[config.mk]
export PLATFORM = sky130hd
export DESIGN_NAME = byte_write_packer
export DESIGN_NICKNAME = d
export VERILOG_FILES = /design/src/rtl/byte_pack_pkg.sv /design/src/rtl/byte_write_packer.sv
export SDC_FILE = /design/constraint.sdc
export NUM_CORES = 1
export LEC_CHECK = 0
export ABC_AREA = 1
export CAP_MARGIN = 20
export CORE_ASPECT_RATIO = 0.6
export CORE_MARGIN = 5
export CORE_UTILIZATION = 25
export DETAILED_ROUTE_END_ITERATION = 10
export GPL_TIMING_DRIVEN = 0
export SKIP_CTS_REPAIR_TIMING = 1
export SLEW_MARGIN = 20
export SYNTH_ARGS = -nofsm -noshare
export SYNTH_HDL_FRONTEND = slang
export SYNTH_SLANG_ARGS = --single-unit
[constraint.sdc]
create_clock -name clk -period 3.5 [get_ports clk]
set_input_delay 0.875 -clock clk [delete_from_list [all_inputs] [get_ports clk]]
set_output_delay 0.875 -clock clk [all_outputs]
set_load 0.005 [all_outputs]
[src/rtl/byte_pack_pkg.sv]
// Shared types and constants for the byte-to-halfword write packer.
package byte_pack_pkg;

    typedef enum logic [1:0] {
        IDLE = 2'd0,
        HOLD = 2'd1,
        EMIT = 2'd2
    } state_e;

    localparam logic LANE_LO = 1'b0;
    localparam logic LANE_HI = 1'b1;

    localparam logic [1:0] BE_NONE = 2'b00;
    localparam logic [1:0] BE_LO   = 2'b01;
    localparam logic [1:0] BE_HI   = 2'b10;
    localparam logic [1:0] BE_ALL  = 2'b11;

endpackage

[src/rtl/byte_write_packer.sv]
// Coalesces a low-lane byte and a following high-lane byte into one byte-enabled
// 16-bit write; a lone byte is flushed on in_last, a lane conflict, or an idle timeout.
module byte_write_packer
    import byte_pack_pkg::*;
#(
    parameter int unsigned TIMEOUT = 4
) (
    input  logic        clk,
    input  logic        resetn,
    input  logic        in_valid,
    output logic        in_ready,
    input  logic [7:0]  in_data,
    input  logic        in_lane,
    input  logic        in_last,
    output logic        out_valid,
    input  logic        out_ready,
    output logic [15:0] out_d,
    output logic [1:0]  out_byteena
);

    localparam logic [3:0] TO_LAST = 4'(TIMEOUT - 1);

    state_e      state;
    logic [15:0] pend_d;
    logic [1:0]  pend_be;
    logic [3:0]  idle_cnt;

    // HOLD only takes a high-lane byte; a low-lane byte must wait for a fresh word.
    always_comb begin
        in_ready = 1'b0;
        unique case (state)
            IDLE:    in_ready = 1'b1;
            HOLD:    in_ready = !in_valid || (in_lane == LANE_HI);
            default: in_ready = 1'b0;
        endcase
    end

    assign out_valid   = (state == EMIT);
    assign out_d       = pend_d;
    assign out_byteena = pend_be;

    always_ff @(posedge clk) begin
        if (!resetn) begin
            state    <= IDLE;
            pend_d   <= '0;
            pend_be  <= BE_NONE;
            idle_cnt <= '0;
        end else begin
            unique case (state)
                IDLE: begin
                    idle_cnt <= '0;
                    if (in_valid) begin
                        if (in_lane == LANE_HI) begin
                            pend_d  <= {in_data, 8'h00};
                            pend_be <= BE_HI;
                            state   <= EMIT;
                        end else begin
                            pend_d  <= {8'h00, in_data};
                            pend_be <= BE_LO;
                            state   <= in_last ? EMIT : HOLD;
                        end
                    end
                end
                HOLD: begin
                    if (in_valid) begin
                        idle_cnt <= '0;
                        if (in_lane == LANE_HI) begin
                            pend_d[15:8] <= in_data;
                            pend_be      <= BE_ALL;
                        end
                        state <= EMIT;
                    end else if (idle_cnt == TO_LAST) begin
                        idle_cnt <= '0;
                        state    <= EMIT;
                    end else begin
                        idle_cnt <= idle_cnt + 4'd1;
                    end
                end
                EMIT: begin
                    if (out_ready) begin
                        pend_d  <= '0;
                        pend_be <= BE_NONE;
                        state   <= IDLE;
                    end
                end
                default: state <= IDLE;
            endcase
        end
    end

endmodule

==> results_dict.tcl <==
set metrics [dict create \
    critical_path_class "in -> out" \
    grt_start_max_net_pins 15 \
    ir_drop_mv 0.342 \
    setup_violations 0 \
    finalCritPeriodShare 0.888 \
    ys_seq_area_frac 0.369 \
    rsz0062_at_grt "no" \
    fin_skew_ps 2.61 \
    yosysTopAreaCell "dfxtp_1" \
    crit_path_end "in_ready" \
    hp-class "reg -> reg" \
    syn_to_final_growth_pct 37.2 \
    clockBufferDepth 2 \
    via_count 1231 \
    drive_above_1_share 0.0957 \
    crit_path_max_fanout 4 \
    dieWidth_um 103 \
    finalMaxSlewViolations 0 \
    clock.fmax_ghz 0.322 \
    cp-end-kind "output port" \
    grt_pass1_wl_mm 5.51 \
    cp_data_required_time_ps 2620 \
    pin_count 34 \
    whs_ps 487 \
    arrival_ps 2230 \
    netlist_area_mm2 0.00130 \
    maxCapViolations 0 \
    grt_overflow_total 0 \
    cts-buffers-inserted 3 \
    place.gp.congestion 0.873 \
    clk_pin_slew_worst_paths_ps 90 \
    synthDistinctLibCells 20 \
    port_buffers 33 \
    min_period_ps 3110 \
    fillers 568 \
    slew_headroom 0.726 \
    dp_worst_setup_slack_ps 384 \
    diodes 0 \
    antenna_found_initial 0 \
    worst_slew_pin_slew_ps 409 \
    firstDrtPassIters 4 \
    layout_common_cells "49 x nand2_1, 37 x nor2_1, 33 x clkdlybuf4s50_1" \
    syn_nets 213 \
    leakage_uw 0.000814 \
    die_height_um 65.9 \
    r2r-start "state[0]" \
    reg2reg_depth 7 \
    r2r_setup_slack_ps 1890 \
    clock_latency_ps 270 \
    ys_seq_elements 24 \
    crit_start "in_lane" \
    worstReg2RegEnd "out_d[3]" \
    avgSynthCellArea_um2 6.74 \
    yosysWarningCount 0 \
    dieArea_mm2 0.00680 \
    cts_tree "built" \
    wl_per_cell_um 11.1 \
    yosys.area.top_type_share 0.369 \
    final_hold_viol_count 0 \
    drc_errors 0 \
    setup.worst_path.start_class "input port" \
    synth.area.top_cells "dfxtp_1 37%, nand2_1 14%, nand3_1 11%, nor2_1 11%, ha_1 5.8%" \
    fp-row-count 20 \
    final_cells 296 \
    core_mm2 0.00505 \
    grt_pass1_vias 1143 \
    track_usage 0.102 \
    cts-root-buf "clkbuf_8" \
    outcome "finished clean" \
    start_util 0.257 \
    nets 251 \
    drt_iter0_markers 69 \
    power_density_mw_per_mm2 929 \
    dp_hpwl_mm 2.63 \
    fin_ws_ps 393 \
    htree_levels 1 \
    synth_cells 193 \
    place_inst 292 \
    detail-route-antenna-nets 0 \
    avgViaCountPerCell 4.16 \
    clkSinkCount 24 \
    detail_route.wirelength_mm 3.27 \
    layout_commonest_cell "nand2_1" \
    fin_tns_setup_ps 0 \
]
==> worst min path at each step <==
stage / from / end / slack (ps) / cells after the start
6_report: out_d[13] / out_d[13] / 490 / 2
5_1_grt: out_d[13] / out_d[13] / 520 / 2
4_1_cts: out_d[11] / out_d[11] / 490 / 2
3_5_place_dp: out_d[13] / out_d[13] / 470 / 2
3_3_place_gp: out_d[9] / out_d[9] / 470 / 2
2_1_floorplan: idle_cnt[0] / idle_cnt[0] / 460 / 2
==> kinds of logic after synthesis <==
group / share of synthesized area
DFF: 0.369
and+or+nand+nor: 0.419
xor gates and xnor gates: 0.00673
buffers and inverters: 0.0808
AOI/OAI and AO/OA: 0.0664
adders and majority gates: 0.0577
==> power by group <==
| group | internal, uW | switching [uW] | total [uW] |
|---|---|---|---|
| sequential | 374 | 53.6 | 428 |
| clock | 153 | 93.8 | 247 |
| combinational | 449 | 535 | 985 |
| total | 976 | 683 | 1660 |
==> Yosys cell counts, drive strengths merged <==
cell,count
nand2,51
nor2,44
nand3,29
dfxtp,24
inv,18
a21oi,10
ha,6
buf,5
o21ai,2
a211oi,1
nand4,1
o211ai,1
xor2,1
==> metrics by stage <==
step | utilization | area, um2 | total power, uW
4_1_cts | 0.353 | 1790 | 1680
2_1_floorplan | - | 1300 | 1080
5_1_grt | 0.353 | 1790 | 1830
3_3_place_gp | 0.339 | 1710 | 1420
3_5_place_dp | 0.339 | 1710 | 1420
6_report | 0.353 | 1790 | 1660
==> flip-flops by register name, summed over array words and instances (netlist names) <==
register and count:
idle_cnt 4, out_byteena 2, state 2, out_d 16
==> critical path, stage by stage <==
cell	delay, ps
clkdlybuf4s50_1	560
inv_2	80
o211ai_1	170
clkdlybuf4s50_1	530
==> layout make-up <==
cell class	count	area, um2	share of cell area
Inverter	18	67.6	0.0378
Multi-Input combinational cell	146	716	0.401
Clock buffer	3	41.3	0.0231
Clock inverter	1	30.0	0.0168
Timing Repair Buffer	33	330	0.185
Tap cell	66	82.6	0.0463
Sequential cell	24	480	0.269
Buffer	5	37.5	0.0210
==> routing by layer <==
metal / wire [um] / track usage / vias to the layer above
met5: 0 / 0 / -
met4: 0 / 0.00969 / 0
met3: 272 / 0.0316 / 0
met2: 1190 / 0.137 / 39
met1: 1810 / 0.161 / 512
li1: - / - / 680
(Power assumes the default switching activity.)
